## src/rtl/irq_ctrl.sv

```systemverilog
// Interrupt aggregator: per-channel synchroniser, polarity, edge/level capture, mask, W1C pending, overflow.
// Optional glitch filter between synchroniser and polarity stage when IRQ_FILTER_EN is defined.
module irq_ctrl #(
    parameter int                 NUM_IRQ       = 4,
    parameter int                 SYNC_STAGES   = 2,
    parameter logic [NUM_IRQ-1:0] INIT          = '0,
    parameter int                 FILTER_CYCLES = 4
) (
    input  logic               clk,
    input  logic               rst_n,
    input  logic [NUM_IRQ-1:0] irq_in,
    input  logic [NUM_IRQ-1:0] irq_pol,
    input  logic [NUM_IRQ-1:0] irq_edge,
    input  logic [NUM_IRQ-1:0] irq_mask,
    input  logic [NUM_IRQ-1:0] irq_clr,
    output logic [NUM_IRQ-1:0] irq_pend,
    output logic [NUM_IRQ-1:0] irq_ovf,
    output logic [NUM_IRQ-1:0] intr,
    output logic               intr_any
);

    // FILTER_CYCLES only shapes hardware when the filter is built in.
    logic unused_filter_cfg;
    assign unused_filter_cfg = (FILTER_CYCLES == 0);

    for (genvar i = 0; i < NUM_IRQ; i++) begin : g_ch
        logic [SYNC_STAGES-1:0] sync_q;
        logic                   sync_out;
        logic                   filt;
        logic                   act;
        logic                   ev;
        logic                   act_prev_q;
        logic                   pend_q;
        logic                   ovf_q;
        logic                   intr_q;

        always_ff @(posedge clk or negedge rst_n) begin
            if (!rst_n) sync_q <= {SYNC_STAGES{INIT[i]}};
            else        sync_q <= {sync_q[SYNC_STAGES-2:0], irq_in[i]};
        end
        assign sync_out = sync_q[SYNC_STAGES-1];

`ifdef IRQ_FILTER_EN
        logic       filt_q;
        logic [7:0] cnt_q;

        // Counter tracks consecutive cycles of disagreement; any agreement restarts it.
        always_ff @(posedge clk or negedge rst_n) begin
            if (!rst_n) begin
                filt_q <= INIT[i];
                cnt_q  <= '0;
            end else if (sync_out == filt_q) begin
                cnt_q  <= '0;
            end else if (cnt_q == 8'(FILTER_CYCLES - 1)) begin
                filt_q <= sync_out;
                cnt_q  <= '0;
            end else begin
                cnt_q  <= cnt_q + 8'd1;
            end
        end
        assign filt = filt_q;
`else
        assign filt = sync_out;
`endif

        assign act = filt ^ irq_pol[i];
        assign ev  = act & ~act_prev_q & irq_edge[i];

        always_ff @(posedge clk or negedge rst_n) begin
            if (!rst_n) begin
                act_prev_q <= 1'b0;
                pend_q     <= 1'b0;
                ovf_q      <= 1'b0;
                intr_q     <= 1'b0;
            end else begin
                act_prev_q <= act;
                intr_q     <= pend_q & irq_mask[i];
                if (irq_edge[i]) begin
                    // A new event wins over a same-cycle clear so it is never lost.
                    pend_q <= ev | (pend_q & ~irq_clr[i]);
                    ovf_q  <= irq_clr[i] ? 1'b0 : (ovf_q | (ev & pend_q));
                end else begin
                    pend_q <= act;
                    ovf_q  <= 1'b0;
                end
            end
        end

        assign irq_pend[i] = pend_q;
        assign irq_ovf[i]  = ovf_q;
        assign intr[i]     = intr_q;
    end

    always_ff @(posedge clk or negedge rst_n) begin
        if (!rst_n) intr_any <= 1'b0;
        else        intr_any <= |(irq_pend & irq_mask);
    end

endmodule

```

## config.mk

```make
export PLATFORM = sky130hd
export DESIGN_NAME = irq_ctrl
export DESIGN_NICKNAME = d
export VERILOG_FILES = /design/src/rtl/irq_ctrl.sv
export SDC_FILE = /design/constraint.sdc
export NUM_CORES = 1
export LEC_CHECK = 0
export BUFFER_PORTS_ARGS = -buffer_cell sky130_fd_sc_hd__buf_2
export CAP_MARGIN = 20
export CORE_ASPECT_RATIO = 0.6
export CORE_MARGIN = 3
export CORE_UTILIZATION = 30
export DETAILED_ROUTE_END_ITERATION = 8
export GPL_ROUTABILITY_DRIVEN = 0
export PLACE_DENSITY = 0.63
export SETUP_SLACK_MARGIN = 0.1
export SKIP_CTS_REPAIR_TIMING = 1
export SLEW_MARGIN = 0
export SYNTH_ARGS = -nofsm -noshare
export SYNTH_HDL_FRONTEND = slang
export SYNTH_SLANG_ARGS = --single-unit
```

## constraint.sdc

```tcl
create_clock -name clk -period 2.56 [get_ports clk]
set_input_delay 0.384 -clock clk [delete_from_list [all_inputs] [get_ports clk]]
set_output_delay 0.384 -clock clk [all_outputs]
set_load 0.02 [all_outputs]
```

# Word level (Yosys, flattened, before mapping)
# Cells that the tools add are included.
[word_totals]
regBits = 25
input_bits = 22
elab_cells = 75
[classes]
n_mux = 12
n_bitwise = 41
n_reduce_logical = 1
[op_table]
columns = ["operator", "n"]
rows = [
  ["bitwise AND 1 bit", 20],
  ["two-way mux 1 bit", 12],
  ["NOT 1 bit", 8],
  ["OR 1 bit", 8],
  ["bitwise AND 4 bit", 1],
  ["OR reduction 4 bit", 1],
  ["bitwise XOR 1 bit", 4],
]

# Logic depth before layout (Yosys ltp)
# Gate-level depths: netlist (run 1).
[logic_depth]
word_depth = 7
depth_mapped = 2
ltp_nobuf = 2

# Worst setup path before layout (run 1)
# OpenSTA, ideal clock, no wires.
[synth_path]
path_kind = "reg2reg"
startpoint = "register g_ch[2].pend_q"
endpoint = "register intr_any"
setup_time_ps = 139
t_arrival_ps = 1033
path_slack_ps = 1389
stages_incl_launch_ff = 3
path_buffers = 0
period_less_slack_ps = 1171
cell_sequence = "dfrtp_1 and2_4 or4_4"
[synth_between]
elab_chain_len = 2
[synth_rtl]
columns = ["element", "line_no", "rtl"]
rows = [
  ["from (decl)", "33", "logic pend_q;"],
  ["from (signal assigned)", "80", "pend_q <= ev | (pend_q & ~irq_clr[i]);"],
  ["from (signal assigned)", "83", "pend_q <= act;"],
  ["bitwise AND 4 bit", "96", "else intr_any <= |(irq_pend & irq_mask);"],
  ["OR reduction 4 bit", "96", ""],
  ["to (signal assigned)", "96", ""],
  ["to (decl)", "19", "output logic intr_any"],
]
# No other way between the ends.

# Worst setup path after layout (run 1)
[layout_path]
startpoint = "register g_ch[3].pend_q"
endpoint = "output irq_pend[3]"
[layout_rtl]
columns = ["element", "line_no", "rtl"]
rows = [
  ["from (decl)", "33", ""],
  ["from (signal assigned)", "80", ""],
  ["from (signal assigned)", "83", ""],
  ["to (decl)", "16", "output logic [NUM_IRQ-1:0] irq_pend,"],
]
# No word-level cell between the ends.

==> results.yml, run 1 <==
power_and_ir_drop:
  ir_worst_vdd_mv: 0.302
  total_power_mw: 0.778
  power.density_nw_per_um2: 695
  power_leakage_nw: 0.569
floorplan:
  die-area_um2: 3860
  initial_core_util: 0.321
  fp.dieW_um: 78.3
  core-area_um2: 2930
  ioPinCount: 35
  rows: 15
  die_y_um: 49.4
setup_path:
  cp.arrival_ns: 0.84
  critPathKind: "reg -> out"
  slowest_delay_ns: 0.41
  critPathLaunchType: "register"
  end_kind: "primary output"
  crit_buf_inv: 1
  required_ns: 2.18
  cp_slowest_cell: "dfrtp_1"
  crit_family: "flip-flops"
  path_cells: "buf_2"
  critPathMaxFanout: 4
drt:
  drc_errors: 0
  avgViaCountPerCell: 4.26
  drt-pass1-iter-count: 4
  ant_nets: 0
  first_iter_violations: 15
  via_count: 571
  wl_per_cell_um: 11.4
  drt_wl_total_um: 1530
synth:
  yosys_warnings: 0
  synth_nets: 88
  yosysUniqueCellTypes: 10
  syn_inst: 66
  syn_area_um2: 940
  yosysSeqAreaShare: 0.666
  ys_ff_latch: 25
  synth_area_per_cell_um2: 14.2
global_route:
  gr-total-overflow: 0
  grt_pass1_vias: 538
  antenna_found_initial: 0
  grt_pass1_wl_um: 2430
  track_usage: 0.0828
  grt_start_max_net_pins: 26
cells_and_area:
  fin_nets: 115
  multi_input_area_um2: 209
  final_common_cell: "buf_2"
  register_area_um2: 626
  fill_cells: 307
  final_cell_mix: "34 x buf_2, 25 x dfrtp_1, 8 x a32o_1"
  n_antenna_cell: 0
  area_growth_pct: 19.0
  stdcell_count: 134
  drive_above_1_share: 0.435
place:
  place_inst: 130
  port_buffers: 34
  dp_hpwl_um: 1200
sta:
  rsz0062_at_grt: "no"
  min_period_ns: 1.23
  relSlewSlack: 0.637
  setup_tns_ns: 0
  setup_violations: 0
  finalCritPeriodShare: 0.479
  fmax_ghz: 0.815
  hold_viol: 0
  clock_skew_ns: 0.00477
  worst_slew_pin_slew_ns: 0.544
  final_max_slew_viol_count: 0
cts:
  clock_latency_ns: 0.26
  tritoncts: "done"
  cts_buffers: 3
  cts_root_buf: "clkbuf_8"
  path_clk_slew_ns: 0.08
  clkSinkCount: 25
  htree_levels: 1
  cts_buffer_depth: 2
worst_hold_path:
  hold_class: "in -> async"
flow_run:
  drv_cap: 0
run_status:
  status: "complete, no violations"
synthesized netlist by cell type, drive strengths merged:
cell / n / area share
dfrtp: 25 / 0.67
buf: 12 / 0.096
a32o: 8 / 0.085
and2: 4 / 0.029
inv: 4 / 0.016
nand2: 4 / 0.016
nor4bb: 4 / 0.043
xor2: 4 / 0.037
or4: 1 / 0.012
registers in the layout (all words and copies together) (netlist names):
register,flops
g_ch.pend_q,4
g_ch.ovf_q,4
g_ch.act_prev_q,4
intr_any,1
g_ch.intr_q,4
g_ch.sync_q,8
logic make-up (layout without fill, tap and decap cells):
logic type	after synthesis	count (layout)	share of synthesized area
AOI/OAI and AO/OA	8	8	0.0852
DFF	25	25	0.666
xor gates and xnor gates	4	4	0.0373
buffers and inverters	16	42	0.112
and+or+nand+nor	13	13	0.0999
per-stage QoR:
stage / util / instance area [µm²] / setup WS, ns / hold WS [ns]
2_1_floorplan: - / 940 / 1.39 / 0.0884
3_3_place_gp: 0.366 / 1070 / 1.31 / 0.332
3_5_place_dp: 0.366 / 1070 / 1.30 / 0.339
4_1_cts: 0.382 / 1120 / 1.32 / 0.111
5_1_grt: 0.382 / 1120 / 1.28 / 0.127
6_report: 0.382 / 1120 / 1.33 / 0.0985
worst paths after layout:
path / start / endpoint / slack (ns) / cells after the start
min in group clk: irq_in[2] / g_ch[2].sync_q[0] / 0.22 / 1
min reg2reg: g_ch[3].sync_q[0] / g_ch[3].sync_q[1] / 0.35 / 0
max reg2reg: g_ch[3].pend_q / intr_any / 1.34 / 2
max in group asynchronous: rst_n / g_ch[3].sync_q[0] / 2.10 / 1
min: rst_n / g_ch[3].act_prev_q / 0.1 / 1
max: g_ch[3].pend_q / irq_pend[3] / 1.33 / 1
worst reg2reg max path: cells and delay by family (launching register included):
| kind | cells | cell delay, ns |
|---|---|---|
| and+or+nand+nor | 2 | 0.69 |
| DFF | 1 | 0.41 |
where the power goes:
group	internal (mW)	total [mW]	leakage, nW	switching [mW]
clock network	0.109	0.225	0.0255	0.116
registers	0.427	0.443	0.306	0.0163
logic	0.0480	0.110	0.237	0.0617
final cells by class:
type | count | area share
clock buffers | 3 | 0.0369
clock inverters | 1 | 0.00447
inverters | 4 | 0.0134
multi-input cells | 25 | 0.187
flip-flops and latches | 25 | 0.559
well taps | 42 | 0.0470
repair buffers | 34 | 0.152
routing by layer:
layer | vias to the layer above | track usage | wire, µm
li1 | 270 | - | -
met1 | 278 | 0.105 | 690
met2 | 23 | 0.126 | 705
met3 | 0 | 0.0480 | 135
met4 | 0 | 0.00872 | 0
met5 | - | 0 | 0
(Power assumes the default switching activity.)
==> inputs of run 2 (changes only) <==
PLACE_DENSITY = 0.65   (was 0.63)
clock period = 1.1 ns   (was 2.56 ns; I/O delays follow)
==> results.yml, run 2 (synthesis gave the netlist of run 1 again) <==
floorplan:
  ioPinCount: 35
  rows: 15
  fp.dieW_um: 78.3
  core-area_um2: 2930
  initial_core_util: 0.321
  die-area_um2: 3860
  die_y_um: 49.4
cts:
  cts_buffer_depth: 2
  clock_latency_ns: 0.26
  cts_buffers: 3
  htree_levels: 1
  tritoncts: "done"
  path_clk_slew_ns: 0.08
  cts_root_buf: "clkbuf_8"
  clkSinkCount: 25
cells_and_area:
  fin_nets: 128
  largest_reg_flops: 8
  drive_above_1_share: 0.476
  top_register: "g_ch.sync_q"
  final_cell_mix: "25 x dfrtp_1, 25 x buf_2, 10 x buf_6"
  area_growth_pct: 39.5
  final_area_um2: 1310
  n_antenna_cell: 0
sta:
  clock_skew_ns: 0.000440
  setup_slack_ns: -0.0601
  hold_viol: 0
  relSlewSlack: 0.639
  hold_ws_ns: 0.126
  setup_tns_ns: -0.0601
  finalCritPeriodShare: 1.05
  rsz0062_at_grt: "yes"
  setup_violations: 1
  fmax_ghz: 0.862
  min_period_ns: 1.16
  worst_slew_pin_slew_ns: 0.542
  final_max_slew_viol_count: 0
drt:
  drt_wl_total_um: 1840
  drt-pass1-iter-count: 4
  ant_nets: 0
  avgViaCountPerCell: 4.41
  drc_errors: 0
  first_iter_violations: 29
  via_count: 648
  wl_per_cell_um: 12.5
power_and_ir_drop:
  power.density_nw_per_um2: 1480
  power_leakage_nw: 0.652
  p_seq_frac: 0.531
  p_int_mw: 1.46
  swShare: 0.248
  ir_worst_vdd_mv: 0.756
  power_switching_mw: 0.481
  total_power_mw: 1.94
  power_frac_comb: 0.197
  clkPwrFrac: 0.272
global_route:
  track_usage: 0.0989
  antenna_found_initial: 0
  grt_pass1_vias: 647
  gr-total-overflow: 0
  grt_pass1_wl_um: 2850
  grt_start_max_net_pins: 26
setup_path:
  critPathMaxFanout: 2
  critPathLaunchType: "register"
  cp.arrival_ns: 1.30
  required_ns: 1.24
  slowest_delay_ns: 0.52
  path_cells: "and2_4 -> or4_4"
  cp_slowest_cell: "or4_4"
  critPathKind: "reg -> reg"
  end_kind: "register"
flow_run:
  drv_cap: 0
run_status:
  failed_checks: "negative setup slack"
  status: "finished with violations"
place:
  port_buffers: 34
  dp_hpwl_um: 1330
  dpl_cell_area_um2: 1090
worst_hold_path:
  hold_class: "in -> reg"
run 2: cell count changes in the layout (fill, tap and decap cells not counted):
cell           before  now
nor4bb_1            4    2
and2_1              3    2
and2_4              1    2
dlygate4sd3_1       0    5
buf_2              34   25
clkinv_2            1    0
nor4bb_2            0    1
buf_6               0   10
nor4bb_4            0    1
clkbuf_1            0    1
buf_4               0    7
run 2: worst max-delay path, delay by kind of cell, from the launching register on:
| kind | cells | cell delay [ns] |
|---|---|---|
| DFF | 1 | 0.38 |
| and+or+nand+nor | 2 | 0.66 |
run 2: final timing paths:
check / start / slack (ns) / cells after the start / endpoint
worst max-delay path: g_ch[2].pend_q / -0.06 / 2 / intr_any
worst min-delay path: irq_pol[3] / 0.13 / 2 / g_ch[3].act_prev_q
worst max register to register: g_ch[2].pend_q / -0.06 / 2 / intr_any
worst min register to register: g_ch[2].sync_q[0] / 0.35 / 0 / g_ch[2].sync_q[1]
max in group asynchronous: rst_n / 0.33 / 2 / g_ch[0].ovf_q
min in group asynchronous: rst_n / 0.41 / 2 / g_ch[3].ovf_q
run 2: cell type report:
cell class,instances,area [µm²]
fillers,299,1620
clock buffers,4,45.0
well taps,42,52.6
multi-input cells,25,233
inverters,4,15.0
repair buffers,47,340
flip-flops and latches,25,626
run 2: metal layers:
metal,vias up,routed length (µm),GRT usage
li1,296,-,-
met1,324,777,0.106
met2,23,897,0.161
met3,5,137,0.0554
met4,0,26,0.0436
met5,-,0,0
run 2: power groups by stage:
| stage | Sequential [mW] | Clock, mW | Combinational, mW |
|---|---|---|---|
| global placement | 1.04 | 0 | 0.286 |
| finish | 1.03 | 0.528 | 0.383 |
| detailed placement | 1.05 | 0 | 0.295 |
| global route | 1.04 | 0.603 | 0.413 |
| CTS | 1.03 | 0.551 | 0.295 |
| floorplan | 1.05 | 0 | 0.188 |
run 2: metrics by stage:
step	std cells	utilization	setup WS [ns]
finish	147	0.448	-0.0601
global route	147	0.448	-0.0748
CTS	137	0.389	-0.0754
detailed placement	133	0.374	-0.0608
global placement	133	0.374	-0.0335
floorplan	66	-	-0.0520
